**config.mk**
```make
export PLATFORM = sky130hd
export DESIGN_NAME = regfile_wb_arb
export DESIGN_NICKNAME = d
export VERILOG_FILES = /design/src/rtl/regfile_wb_arb.sv
export SDC_FILE = /design/constraint.sdc
export NUM_CORES = 1
export LEC_CHECK = 0
export ABC_AREA = 1
export BUFFER_PORTS_ARGS = -buffer_cell sky130_fd_sc_hd__buf_2
export CAP_MARGIN = 20
export CORE_ASPECT_RATIO = 0.7
export CORE_MARGIN = 5
export CORE_UTILIZATION = 53
export DETAILED_ROUTE_END_ITERATION = 10
export PLACE_DENSITY = 0.95
export REMOVE_ABC_BUFFERS = 1
export SLEW_MARGIN = 15
export SYNTH_ARGS = -nofsm -noshare
export SYNTH_HDL_FRONTEND = slang
export SYNTH_SLANG_ARGS = --single-unit
```
**constraint.sdc**
```tcl
create_clock -name clk -period 9.24 [get_ports clk]
set_input_delay 1.386 -clock clk [delete_from_list [all_inputs] [get_ports clk]]
set_output_delay 1.386 -clock clk [all_outputs]
set_load 0.005 [all_outputs]
```
**src/rtl/regfile_wb_arb.sv**
```systemverilog
// regfile_wb_arb
//   Write-back arbiter and scoreboard for the 31-entry integer register file
//   (x0 hard-wired to zero). Two write-back sources, A (execute) and B (load),
//   share the single register-file write port under round-robin arbitration.
//   A busy bit per register tracks writes that are issued but not yet
//   committed, so the issue stage can stall on RAW and WAW hazards.
//
// Ports
//   clk, rst                     clock, asynchronous active-high reset
//   a_valid/a_ready/a_rd/a_data  write-back source A (ready = granted)
//   b_valid/b_ready/b_rd/b_data  write-back source B (ready = granted)
//   iss_valid, iss_rd            issuing instruction and its destination
//   iss_ready                    issue accepted (destination not busy)
//   rs1_addr/rs2_addr            source-register queries
//   rs1_busy/rs2_busy            queried register has a write outstanding
//   rf_we/rf_waddr/rf_wdata      registered register-file write port
//
// Build option
//   WB_BYPASS_EN  adds rs1_fwd, rs2_fwd and fwd_data. A register being
//                 written this cycle reads as not busy and is flagged for
//                 forwarding from rf_wdata.

module regfile_wb_arb #(
    parameter int XLEN = 64
) (
    input  logic            clk,
    input  logic            rst,
    input  logic            a_valid,
    output logic            a_ready,
    input  logic [4:0]      a_rd,
    input  logic [XLEN-1:0] a_data,
    input  logic            b_valid,
    output logic            b_ready,
    input  logic [4:0]      b_rd,
    input  logic [XLEN-1:0] b_data,
    input  logic            iss_valid,
    input  logic [4:0]      iss_rd,
    output logic            iss_ready,
    input  logic [4:0]      rs1_addr,
    input  logic [4:0]      rs2_addr,
    output logic            rs1_busy,
    output logic            rs2_busy,
    output logic            rf_we,
    output logic [4:0]      rf_waddr,
    output logic [XLEN-1:0] rf_wdata
`ifdef WB_BYPASS_EN
    ,
    output logic            rs1_fwd,
    output logic            rs2_fwd,
    output logic [XLEN-1:0] fwd_data
`endif
);

    // Source granted most recently. It loses the next tie.
    typedef enum logic {
        SRC_A = 1'b0,
        SRC_B = 1'b1
    } src_e;

    src_e            last_q, last_d;
    logic [31:0]     busy_q, busy_d;
    logic [31:0]     busy_set, busy_clr;
    logic            grant;
    logic [4:0]      grant_rd;
    logic [XLEN-1:0] grant_data;

    // Round-robin grant. It depends only on the valids and the pointer.
    always_comb begin
        // NOTE: every output of a combinational block gets a default first;
        // a path that leaves one unassigned would infer a latch.
        a_ready = 1'b0;
        b_ready = 1'b0;
        last_d  = last_q;
        if (a_valid && b_valid) begin
            if (last_q == SRC_B) a_ready = 1'b1;
            else                 b_ready = 1'b1;
        end else begin
            a_ready = a_valid;
            b_ready = b_valid;
        end
        if (a_ready)      last_d = SRC_A;
        else if (b_ready) last_d = SRC_B;
    end

    assign grant      = a_ready | b_ready;
    assign grant_rd   = a_ready ? a_rd   : b_rd;
    assign grant_data = a_ready ? a_data : b_data;

    // Scoreboard. Bit 0 is kept at zero, so x0 never reads as busy.
    assign iss_ready = (iss_rd == 5'd0) || !busy_q[iss_rd];

    always_comb begin
        busy_set = '0;
        busy_clr = '0;
        if (iss_valid && iss_ready && (iss_rd != 5'd0)) busy_set[iss_rd] = 1'b1;
        if (rf_we) busy_clr[rf_waddr] = 1'b1;
        // The set is applied after the clear, so it wins when both hit one bit.
        busy_d    = (busy_q & ~busy_clr) | busy_set;
        busy_d[0] = 1'b0;
    end

`ifdef WB_BYPASS_EN
    logic rs1_hit, rs2_hit;

    assign rs1_hit  = rf_we && (rf_waddr == rs1_addr);
    assign rs2_hit  = rf_we && (rf_waddr == rs2_addr);
    assign rs1_busy = busy_q[rs1_addr] && !rs1_hit;
    assign rs2_busy = busy_q[rs2_addr] && !rs2_hit;
    assign rs1_fwd  = rs1_hit;
    assign rs2_fwd  = rs2_hit;
    assign fwd_data = rf_wdata;
`else
    assign rs1_busy = busy_q[rs1_addr];
    assign rs2_busy = busy_q[rs2_addr];
`endif

    // NOTE: state registers use non-blocking assignments only, so every
    // flop samples the pre-edge values whatever the statement order.
    always_ff @(posedge clk or posedge rst) begin
        if (rst) begin
            // NOTE: the scoreboard is a flop vector, not a RAM, and it must
            // reset. Stale busy bits would deadlock issue after a reset.
            last_q   <= SRC_B;
            busy_q   <= '0;
            rf_we    <= 1'b0;
            rf_waddr <= '0;
            rf_wdata <= '0;
        end else begin
            last_q <= last_d;
            busy_q <= busy_d;
            // A grant to x0 is consumed but produces no write.
            rf_we  <= grant && (grant_rd != 5'd0);
            if (grant) begin
                rf_waddr <= grant_rd;
                rf_wdata <= grant_data;
            end
        end
    end

endmodule

```
==> impl_metrics.json <==
{
  "crit_arrival_ns": 3.17,
  "drt_pass1_iterations": 5,
  "coreArea_um2": 10400,
  "total_power_mw": 1.50,
  "grt_max_degree": 78,
  "numPortBuffers": 232,
  "root_buffer": "clkbuf_16",
  "drcViolationCount": 0,
  "fin_skew_ns": 0.0101,
  "routedWlPerCell_um": 18.3,
  "slew_viol_final": 0,
  "cts_resized": 0,
  "path_cells": "buf_2 > inv_6 > nand2_1 > nand2_1 > nand2_1 > nand2_1 > nand2_1 > nand2_1 > nor2_4 > and2_1 > buf_2",
  "layout_commonest_cell": "nand2_1",
  "cts_buffer_depth": 2,
  "cts_tree": "yes",
  "die_h_um": 96.9,
  "dpl.hpwl_mm": 14.6,
  "synth_warnings": 0,
  "critPathKind": "input port to output pin",
  "syn_avg_cell_area_um2": 7.61,
  "die_w_um": 134,
  "io-pin-count": 233,
  "cts_setup_buffers": 0,
  "timing.max_cap.violations": 0,
  "netlist_area_um2": 5720,
  "wirelength_mm": 19.9,
  "finalNetCount": 1110,
  "critPathMaxFanout": 32,
  "synth_cell_types": 27,
  "grt_pass1_vias": 5892,
  "viasPerCell": 5.88,
  "floorplan.initialDensity_pct": 54.8,
  "grt_setup_unrepaired": "false",
  "synth_cells": 751,
  "setup_viol": 0,
  "crit_required_ns": 7.85,
  "dpl_cell_area_um2": 6820,
  "grt-ovfl-total": 0,
  "antenna_found_initial": 1,
  "worstSkewPairLatency_ns": 0.34,
  "fin_util_pct": 68.5,
  "grt_use_total_pct": 29.3,
  "critPathCaptureType": "output pin",
  "outcome": "complete, no violations",
  "seq_area_frac_synth_pct": 44.7,
  "synth-seq-cells": 102,
  "cp_slowest_stage_delay_ns": 0.58,
  "ant_nets": 0,
  "total_leakage_power_nw": 3.73,
  "core.rowCount": 31,
  "die_area_um2": 13000,
  "fillers": 864,
  "ir_drop_v": 0.000134,
  "power_density_nw_per_um2": 211,
  "cts_made_buffers": 9,
  "worst_pin_slew_ns": 0.940,
  "slew_headroom_pct": 37.3,
  "fin_crit_sh_pct": 49.3,
  "hold_buffers": 0,
  "fin_crit_ns": 4.55,
  "multi_input_area_um2": 2770,
  "drt-initial-drc-count": 765,
  "tns_ns": 0,
  "ctsHtreeMaxLevel": 3,
  "fmax_ghz": 0.220,
  "grt_first_pass_wirelength_mm": 30.8,
  "stdcell_area_um2": 7150,
  "hold_class": "flop to flop",
  "most-common-layout-cells": "287 x nand2_1, 232 x buf_2, 101 x dfrtp_1, 64 x a32oi_1, 60 x nand3_1",
  "hold_viol_final": 0,
  "numClockSinks": 102,
  "cp_slowest_cell": "nor2_4",
  "vias": 6404,
  "path_clk_slew_ns": 0.08,
  "seqCellArea_um2": 2550,
  "drive_above_1_share_pct": 28.4,
  "crit_top_cell": "nand2_1",
  "areaGrowthSynthToFinish_pct": 25.0,
  "place_congestion": 1.01,
  "critPathLaunchType": "input port"
}
## metrics by stage
step           setup slack [ns]  instances  hold WS [ns]
2_1_floorplan              3.98        704         0.470
3_3_place_gp               4.81       1073         0.453
4_1_cts                    4.75       1089         0.474
6_report                   4.69       1090         0.472
5_1_grt                    4.55       1090         0.486
3_5_place_dp               4.75       1073         0.458
## worst max-delay path, delay by kind of cell
family	cells	cell delay (ns)
and+or+nand+nor	8	1.22
buffers and inverters	3	0.57
## cells by family after synthesis
family	synth area share, %
buf+inv	7.20
flops	44.7
compound gates	15.4
simple gates	32.7
## flip-flops by register name, indices dropped and copies added (netlist names)
| name | count |
|---|---|
| busy_q | 31 |
| rf_waddr | 5 |
| rf_wdata | 64 |
| rf_we | 1 |
| last_q | 1 |
## where the power goes
group	switching, mW	internal, mW	leakage, nW
Combinational	0.242	0.160	2.34
Sequential	0.152	0.551	1.24
Clock	0.181	0.219	0.157
## synth_stat cells
| cell | instances | area share, % |
|---|---|---|
| nand2_1 | 287 | 19 |
| dfrtp_1 | 101 | 44 |
| a32oi_1 | 64 | 9.8 |
| nand3_1 | 60 | 5.3 |
| o21ai_0 | 47 | 4.1 |
| nor2_1 | 41 | 2.7 |
| nand4_1 | 31 | 3.4 |
| inv_1 | 30 | 2.0 |
| clkbuf_1 | 18 | 1.2 |
| buf_2 | 13 | 1.1 |
| buf_6 | 8 | 1.6 |
| nor3_1 | 8 | 0.70 |
| a21oi_1 | 7 | 0.61 |
| nand2_2 | 7 | 0.77 |
| o211ai_1 | 5 | 0.66 |
| buf_1 | 4 | 0.26 |
| clkinv_1 | 4 | 0.26 |
| or2_2 | 4 | 0.44 |
| buf_4 | 3 | 0.39 |
| nor2_4 | 2 | 0.39 |
| and2_1 | 1 | 0.11 |
| buf_8 | 1 | 0.26 |
| dfstp_2 | 1 | 0.46 |
| inv_6 | 1 | 0.15 |
| nand3b_1 | 1 | 0.13 |
| o21ai_1 | 1 | 0.087 |
| o21ai_2 | 1 | 0.15 |
## area by class of cell
type	count	share of cell area, %
Tap cell	132	2.31
Sequential cell	102	35.7
Inverter	35	1.94
Antenna cell	1	0.0350
Clock buffer	9	3.15
Multi-Input combinational cell	567	38.7
Timing Repair Buffer	237	16.8
Clock inverter	7	1.33
## path summary, 6_finish.rpt
kind	startpoint	endpoint	slack [ns]	cells after the start
setup reg to reg	last_q	rf_waddr[4]	7.32	5
min in group asynchronous	rst	rf_wdata[58]	1.01	2
max in group asynchronous	rst	rf_waddr[4]	6.98	3
hold reg to reg	rf_wdata[12]	rf_wdata[12]	0.47	2
hold / removal	rf_wdata[12]	rf_wdata[12]	0.47	2
setup / recovery	iss_rd[0]	iss_ready	4.69	11
## per-layer routing
| layer | track usage, % | up-vias | wire length, um |
|---|---|---|---|
| met5 | 0 | - | 0 |
| li1 | - | 2989 | - |
| met1 | 40.7 | 2965 | 7970 |
| met4 | 8.92 | 0 | 552 |
| met3 | 7.26 | 55 | 2290 |
| met2 | 45.4 | 395 | 9130 |
No activity file was read; power rests on OpenSTA's default activity.
